### src/rtl/song_player_ctrl.sv
// Note-sequencer controller: walks a registered note ROM slot by slot, gating each
// note for the first part of its beat, with pause/resume, stop, looping and end-of-song signalling.
module song_player_ctrl #(
  parameter int SONG_LEN   = 48,
  parameter int ADDR_W     = 6,
  parameter int BEAT_TICKS = 100000000,
  parameter int GAP_TICKS  = 2
) (
  input  logic              clk,
  input  logic              reset,
  input  logic              play,
  input  logic              pause,
  input  logic              stop,
  input  logic              loop_en,
  output logic [ADDR_W-1:0] rom_addr,
  input  logic [6:0]        rom_data,
  output logic [6:0]        note,
  output logic              note_gate,
  output logic              note_start,
  output logic              busy,
  output logic              done
);

  localparam int CNT_W = (BEAT_TICKS > 2) ? $clog2(BEAT_TICKS) : 1;
  localparam logic [CNT_W-1:0]  LAST_CNT  = CNT_W'(BEAT_TICKS - 1);
  localparam logic [CNT_W-1:0]  CNT_ZERO  = CNT_W'(0);
  localparam logic [CNT_W-1:0]  CNT_ONE   = CNT_W'(1);
  localparam logic [CNT_W:0]    GATE_LIM  = (CNT_W + 1)'(BEAT_TICKS - GAP_TICKS);
  localparam logic [ADDR_W-1:0] LAST_ADDR = ADDR_W'(SONG_LEN - 1);
  localparam logic [ADDR_W-1:0] ADDR_ZERO = ADDR_W'(0);
  localparam logic [ADDR_W-1:0] ADDR_ONE  = ADDR_W'(1);
  localparam logic [6:0]        END_MARK  = 7'h7F;

  typedef enum logic [2:0] {
    S_IDLE   = 3'd0,
    S_FETCH  = 3'd1,
    S_LOAD   = 3'd2,
    S_PLAY   = 3'd3,
    S_PAUSED = 3'd4
  } state_t;

  state_t            r_state, w_state;
  logic [ADDR_W-1:0] r_addr, w_addr;
  logic [6:0]        r_note, w_note;
  logic [CNT_W-1:0]  r_cnt, w_cnt;
  logic              r_gate, w_gate;
  logic              r_start, w_start;
  logic              r_busy, w_busy;
  logic              r_done, w_done;
  logic              w_song_end;

  // Next-state and next-output decode; stop overrides everything outside IDLE.
  always_comb begin
    w_state    = r_state;
    w_addr     = r_addr;
    w_note     = r_note;
    w_cnt      = r_cnt;
    w_start    = 1'b0;
    w_done     = 1'b0;
    w_song_end = 1'b0;
    if (stop && (r_state != S_IDLE)) begin
      w_state = S_IDLE;
      w_addr  = ADDR_ZERO;
      w_note  = 7'd0;
      w_cnt   = CNT_ZERO;
    end else begin
      case (r_state)
        S_IDLE: begin
          if (play) begin
            w_state = S_FETCH;
            w_addr  = ADDR_ZERO;
          end else begin
            w_state = S_IDLE;
          end
        end
        S_FETCH: w_state = S_LOAD;
        S_LOAD: begin
          if (rom_data == END_MARK) begin
            w_song_end = 1'b1;
          end else begin
            w_note  = rom_data;
            w_start = 1'b1;
            w_cnt   = CNT_ZERO;
            w_state = S_PLAY;
          end
        end
        S_PLAY: begin
          if (pause) begin
            w_state = S_PAUSED;
          end else if (r_cnt == LAST_CNT) begin
            if (r_addr == LAST_ADDR) begin
              w_song_end = 1'b1;
            end else begin
              w_addr  = r_addr + ADDR_ONE;
              w_state = S_FETCH;
            end
          end else begin
            w_cnt = r_cnt + CNT_ONE;
          end
        end
        S_PAUSED: begin
          if (play && !pause) begin
            w_state = S_PLAY;
          end else begin
            w_state = S_PAUSED;
          end
        end
        default: begin
          w_state = S_IDLE;
          w_addr  = ADDR_ZERO;
          w_note  = 7'd0;
          w_cnt   = CNT_ZERO;
        end
      endcase
      // End marker and last-slot expiry share the same wrap-or-finish handling.
      if (w_song_end) begin
        w_addr = ADDR_ZERO;
        if (loop_en) begin
          w_state = S_FETCH;
        end else begin
          w_state = S_IDLE;
          w_note  = 7'd0;
          w_done  = 1'b1;
        end
      end else begin
        w_done = 1'b0;
      end
    end
    w_gate = (w_state == S_PLAY) && (w_note != 7'd0) && ({1'b0, w_cnt} < GATE_LIM);
    w_busy = (w_state != S_IDLE);
  end

  // State, counter and registered outputs.
  always_ff @(posedge clk or negedge reset) begin
    if (!reset) begin
      r_state <= S_IDLE;
      r_addr  <= ADDR_ZERO;
      r_note  <= 7'd0;
      r_cnt   <= CNT_ZERO;
      r_gate  <= 1'b0;
      r_start <= 1'b0;
      r_busy  <= 1'b0;
      r_done  <= 1'b0;
    end else begin
      r_state <= w_state;
      r_addr  <= w_addr;
      r_note  <= w_note;
      r_cnt   <= w_cnt;
      r_gate  <= w_gate;
      r_start <= w_start;
      r_busy  <= w_busy;
      r_done  <= w_done;
    end
  end

  assign rom_addr   = r_addr;
  assign note       = r_note;
  assign note_gate  = r_gate;
  assign note_start = r_start;
  assign busy       = r_busy;
  assign done       = r_done;

endmodule

### config.mk
export PLATFORM = sky130hd
export DESIGN_NAME = song_player_ctrl
export DESIGN_NICKNAME = d
export VERILOG_FILES = /design/src/rtl/song_player_ctrl.sv
export SDC_FILE = /design/constraint.sdc
export NUM_CORES = 1
export LEC_CHECK = 0
export CAP_MARGIN = 20
export CORE_MARGIN = 5
export CORE_UTILIZATION = 64
export CTS_CLUSTER_SIZE = 14
export DETAILED_ROUTE_END_ITERATION = 7
export DONT_BUFFER_PORTS = 1
export HOLD_SLACK_MARGIN = 0.06
export PLACE_DENSITY_LB_ADDON = 0.08
export SYNTH_ARGS = -nofsm -noshare
export SYNTH_HDL_FRONTEND = slang
export SYNTH_SLANG_ARGS = --single-unit
### constraint.sdc
create_clock -name clk -period 3.3 [get_ports clk]
set_input_delay 0.66 -clock clk [delete_from_list [all_inputs] [get_ports clk]]
set_output_delay 0.66 -clock clk [all_outputs]
set_load 0.05 [all_outputs]
After elaboration in Yosys (flattened, before gate mapping)
Index checks and enable logic that the tools add are counted.
{ "totals": {"reg_bits": 47, "in_bits": 13, "out_inout_bits": 17, "elab_cells": 76} }
{ "op_classes": {"add_sub_neg": 2, "n_lt_le_gt_ge": 1, "eq_ne": 13, "muxes": 39, "reduce_logical": 13} }
{ "op_table": {"columns": ["cell", "n"], "rows": [
  ["$mux 27", 4],
  ["$pmux 27 s3", 1],
  ["$mux 6", 6],
  ["$mux 7", 4],
  ["$add 27x1->27 const B", 1],
  ["$eq 27x27->1 const B", 1],
  ["$lt 27x27->1 const B", 1],
  ["$mux 3", 7],
  ["$pmux 6 s3", 1],
  ["$ne 4x4->1 const B", 4],
  ["$pmux 3 s5", 1],
  ["$pmux 7 s2", 1],
  ["$mux 1", 13],
  ["$eq 3x2->1 const B", 3],
  ["$eq 7x7->1 const B", 1],
  ["$reduce_bool 7->1", 1],
  ["$add 6x1->6 const B", 1],
  ["$eq 6x6->1 const B", 1],
  ["$reduce_bool 3->1", 2],
  ["$reduce_or 3->1", 2],
  ["$reduce_and 5->1", 1],
  ["$logic_and 1x1->1", 4],
  ["$reduce_or 4->1", 1],
  ["$eq 3x1->1 const B", 1],
  ["other kinds (5)", 5]
]} }

Logic depth before layout (Yosys ltp)
{ "depth": {"depth_word": 11, "ltp_mapped": 11} }

Least setup slack after synthesis
Ideal clock, no wire load.
{ "synth_path": {"path_kind": "input port to flip-flop", "startpoint": "input port pause", "endpoint": "register r_gate, in the netlist note_gate", "setup_time_ns": 0.065, "arrival_ns": 2.702, "required_ns": 3.235, "setup_slack_ns": 0.533, "cell_stages": 9, "path_buffers": 1, "cell_sequence": "buf_2 nand3b_1 nor3_2 nor3_1 a221o_1 or4_1 or4b_1 a41oi_1 o21ba_1"} }
{ "synth_via": {"elab_cells_between_ends": 20} }
{ "synth_rtl": {"columns": ["element", "line", "text"], "rows": [
  ["from (decl)", "12", "input logic pause,"],
  ["$mux 27", "88", "if (pause) begin"],
  ["$pmux 27 s3", "67", "case (r_state)"],
  ["$mux 27", "61", "if (stop && (r_state != S_IDLE)) begin"],
  ["net w_cnt[10]", "45", "logic [CNT_W-1:0] r_cnt, w_cnt;"],
  ["$lt 27x27->1", "129", "w_gate = (w_state == S_PLAY) && (w_note != 7'd0) && ({1'b0, w_cnt} < GATE_LIM);"],
  ["$logic_and 1x1->1", "129", null],
  ["net w_gate", "46", "logic r_gate, w_gate;"],
  ["to (signal assigned)", "149", "r_gate <= w_gate;"],
  ["to (decl)", "46", null]
]} }
The timed path passes the listed nets, and every way through them passes these cells. The select of a mux whose other input is x is not followed.
A chain may end at the register's enable or synchronous reset.

Final worst setup path
{ "layout_path": {"startpoint": "register r_cnt[0]", "endpoint": "register r_gate, in the netlist note_gate"} }
{ "layout_via": {"elab_cells_between_ends": 23} }
{ "layout_rtl": {"columns": ["element", "line", "text"], "rows": [
  ["from (decl)", "45", null],
  ["from (signal assigned)", "148", "r_cnt <= w_cnt;"],
  ["$add 27x1->27 or $eq 27x27->1 (tied branches)", "98, 90", null],
  ["$mux 27 *", "90", "end else if (r_cnt == LAST_CNT) begin"],
  ["$mux 27 *", "88", null],
  ["$pmux 27 s3 *", "67", null],
  ["$mux 27 *", "61", null],
  ["net w_cnt[10]", "45", null],
  ["$lt 27x27->1 *", "129", null],
  ["$logic_and 1x1->1 *", "129", null],
  ["net w_gate", "46", null]
]} }
Mark *: on every way through the listed nets, which the timed path passes. The rest lies on a longest branch. The select of a mux whose other input is x is not followed.

==> impl_table.tex <==
\begin{tabular}{lr}
\hline
Metric & Value \\
\hline
\multicolumn{2}{l}{\textbf{CTS}} \\
CTS Sinks & 47 \\
Clock edge transition at the registers on the reported setup and hold paths & around 0.090 ns \\
CTS Buf Count & 5 \\
Total setup buffers inserted after CTS & 0 \\
Number of gates resized after cts & 0 \\
Clock buffer depth & 2 \\
Clock network latency to the later pin of the worst-skew pair & 0.30 ns \\
Root buffer selected by CTS & sky130\_fd\_sc\_hd\_\_clkbuf\_8 \\
CTS tree & built \\
CTS H-tree lvls & 2 \\
\multicolumn{2}{l}{\textbf{Critical path}} \\
Worst R2R Setup Slack & 0.39 ns \\
Arrival time of data at the critical path endpoint & $\sim$3.2 ns \\
Type of the setup path with the least slack & flip-flop to flip-flop \\
Reg-to-reg critical path startpoint & r\_cnt[0]\$\_DFFE\_PN0P\_ \\
Type of destination of the critical path & flip-flop \\
Critical path fanouts, max & 6 \\
Launch point of the worst path & r\_cnt[0]\$\_DFFE\_PN0P\_ \\
Critical path required time & approximately 3.6 ns \\
CP startpoint kind & flip-flop \\
\multicolumn{2}{l}{\textbf{Floorplan}} \\
Die boundary height & 78.7 um \\
Die extent in x & approximately 80 um \\
Core region area & between 4000 and 5000 um\^{}2 \\
Initial core utilization & about 65\% \\
Row count & 25 \\
Area of the die & 6190 um\^{}2 \\
Ports placed on the boundary & 30 \\
\multicolumn{2}{l}{\textbf{Cells and area}} \\
Most common library cell in the layout ignoring fill and taps & sky130\_fd\_sc\_hd\_\_dfrtp\_1 \\
Fill count & a little under 400 \\
Most frequent cells in the layout & sky130\_fd\_sc\_hd\_\_dfrtp\_1, sky130\_fd\_sc\_hd\_\_nor2\_1, sky130\_fd\_sc\_hd\_\_nand2\_1 \\
Final core occ & 69.4\% \\
Nets & 366 \\
FF+latch area & about 1200 um\^{}2 \\
Final std cell area, no fill & 3230 um\^{}2 \\
Layout Area Growth over Synthesis & 7.08\% \\
Fraction of layout instances using a drive strength above 1 & 10.5\% \\
Footprint of the multi-input gates & 1710 um\^{}2 \\
Number of cells in the finished layout apart from fillers & between 400 and 500 \\
Number of diodes added for antenna fixing & 0 \\
\multicolumn{2}{l}{\textbf{Worst hold path}} \\
Hold crit path type & input pin to asynchronous set/reset pin \\
\multicolumn{2}{l}{\textbf{Routing}} \\
DRC Markers & 0 \\
WL per Instance & around 20 um \\
Count of nets left with antenna violations after detail routing & 0 \\
Vias after detailed routing & 2936 \\
Routed vias/inst & 7.23 \\
Iter 0 DRT Violations & 301 \\
Detailed-router iteration count before antenna repair & 5 \\
Final routed wirelength across all metal layers & 8040 um \\
\multicolumn{2}{l}{\textbf{Power and ir drop}} \\
Total Power Consumption & 2.10 mW \\
Worst-case vdd ir drop & 547 uV \\
PwrDens & around 650 nW/um\^{}2 \\
Leakage power & 1.38 nW \\
\multicolumn{2}{l}{\textbf{Timing}} \\
Final hold violation count & 0 \\
Post-route setup TNS & 0 ns \\
Worst Skew & 0.00851 ns \\
Period utilization & 88.2\% \\
Max-slew violations & 0 \\
Final setup viols & 0 \\
Max-slew headroom at the worst pin & 58.9\% \\
Slew at the pin closest to its max-slew limit & roughly 0.62 ns \\
Highest attainable clock frequency & between 300 and 400 MHz \\
Final min period & 2.91 ns \\
RSZ-0062 raised after global routing & false \\
\multicolumn{2}{l}{\textbf{Synthesis}} \\
Post-synth top area cell & sky130\_fd\_sc\_hd\_\_dfrtp\_1 \\
Area share of the largest cell type after synthesis & 38.9\% \\
Ranking of synthesized cells by area & sky130\_fd\_sc\_hd\_\_dfrtp\_1, sky130\_fd\_sc\_hd\_\_nor2\_1, sky130\_fd\_sc\_hd\_\_nand2\_1 \\
Post-synth net total & 363 \\
Post-synthesis sequential area ratio & 38.9\% \\
Predominant post-synthesis flop cell & sky130\_fd\_sc\_hd\_\_dfrtp\_1 \\
Total of flip-flops plus latches after synthesis & 47 \\
Gate count after technology mapping & 348 \\
Post-synthesis cell type count & 65 \\
Post-Synthesis Cell Area & 3020 um\^{}2 \\
Share of flip-flops with an asynchronous set or reset & 100\% \\
Number of synthesized flops with an enable pin & 0 \\
Average instance area after synthesis & 8.68 um\^{}2 \\
YS warnings & 0 \\
\multicolumn{2}{l}{\textbf{Global route}} \\
Global-route wire length before repair & 13700 um \\
Number of global-route vias before repair & a little under 3000 \\
Overall Global Routing Usage & 27.7\% \\
Pin count of the biggest net entering global routing & 48 \\
Overflow left after global routing & 0 \\
Number of antenna violations at the first check in global routing & 0 \\
\multicolumn{2}{l}{\textbf{Place}} \\
Placement-stage cell area & roughly 3000 um\^{}2 \\
Post-DP HPWL & 5780 um \\
RD Place Congestion & 0.894 \\
DP Cell Count & just under 400 \\
Port Buffer Count & 0 \\
\multicolumn{2}{l}{\textbf{Status}} \\
Status & completed \\
\multicolumn{2}{l}{\textbf{Run}} \\
Count of max-cap constraint violations & 0 \\
\hline
\end{tabular}
[final cells by class]
| type | count | share of cell area (%) |
|---|---|---|
| multi-input cells | 273 | 53.0 |
| flip-flops and latches | 47 | 36.4 |
| repair buffers | 13 | 3.64 |
| clock buffers | 6 | 2.55 |
| well taps | 54 | 2.09 |
| inverters | 11 | 1.28 |
| clock inverters | 2 | 1.08 |
[logic make-up (layout without fill, tap and decap cells)]
family | Yosys count | count (layout) | synth area share [%]
simple gates | 168 | 168 | 31.0
compound gates | 97 | 97 | 23.0
flops | 47 | 47 | 38.9
buf+inv | 28 | 32 | 4.31
fa+ha+maj | 4 | 4 | 1.49
mux | 3 | 3 | 0.994
xor+xnor | 1 | 1 | 0.290
[synth_stat cells, drive strengths merged (6+ instances only)]
library cell	number
a31oi	10
clkbuf	6
a21oi	10
nor2	37
dfrtp	47
nand2	32
buf	11
nand4	15
and3	9
nand3	19
and2	7
a22oi	8
nand2b	6
o21ai	20
inv	11
nor3	11
nor4	7
[path summary, 6_finish.rpt]
check                                 endpoint  depth (start not counted)
max                        note_gate$_DFF_PN0_                          9
min                         r_cnt[2]$_DFF_PN0_                          1
max reg2reg                note_gate$_DFF_PN0_                          9
min reg2reg                r_cnt[15]$_DFF_PN0_                          1
max in group asynchronous       done$_DFF_PN0_                          1
min in group clk                done$_DFF_PN0_                          1
[critical path, cell delays in order, from the launching register on]
cell and delay, ns:
sky130_fd_sc_hd__dfrtp_1 0.43, sky130_fd_sc_hd__ha_1 0.31, sky130_fd_sc_hd__nand3b_1 0.25, sky130_fd_sc_hd__nor3_2 0.20, sky130_fd_sc_hd__nor3_1 0.06, sky130_fd_sc_hd__a221o_1 0.29, sky130_fd_sc_hd__or4_1 0.50, sky130_fd_sc_hd__or4b_1 0.49
sky130_fd_sc_hd__a41oi_1 0.19, sky130_fd_sc_hd__o21ba_1 0.14
[timing repair]
action                                  4_1_cts  5_1_grt
endpoints found under the setup margin        0        0
endpoints found under the hold margin        47        0
hold buffers                                  1        0
[flip-flops by register name, summed over array words and instances (netlist names)]
| name | count |
|---|---|
| done | 1 |
| note_gate | 1 |
| busy | 1 |
| rom_addr | 6 |
| note_start | 1 |
| note | 7 |
| r_cnt | 27 |
| r_state | 3 |
[stage by stage]
stage / hold WS (ns) / setup slack [ns]
detailed placement: 0.366 / 0.347
CTS: 0.202 / 0.416
finish: 0.183 / 0.389
global route: 0.195 / 0.214
global placement: 0.366 / 0.380
floorplan: 0.364 / 0.533
[power by group]
part	switching [mW]	internal (mW)
Combinational	0.452	0.245
Sequential	0.302	0.653
Clock	0.197	0.245
Total	0.952	1.14
[metal layers]
layer  wire length, um  global-route usage, %  vias to the layer above
met5                 0                      0                        -
met4               220                   11.2                        0
met3               624                   7.37                       25
met2              3830                   46.0                      136
met1              3370                   34.2                     1447
li1                  -                      -                     1328
Power figures use the tool's default switching activity.
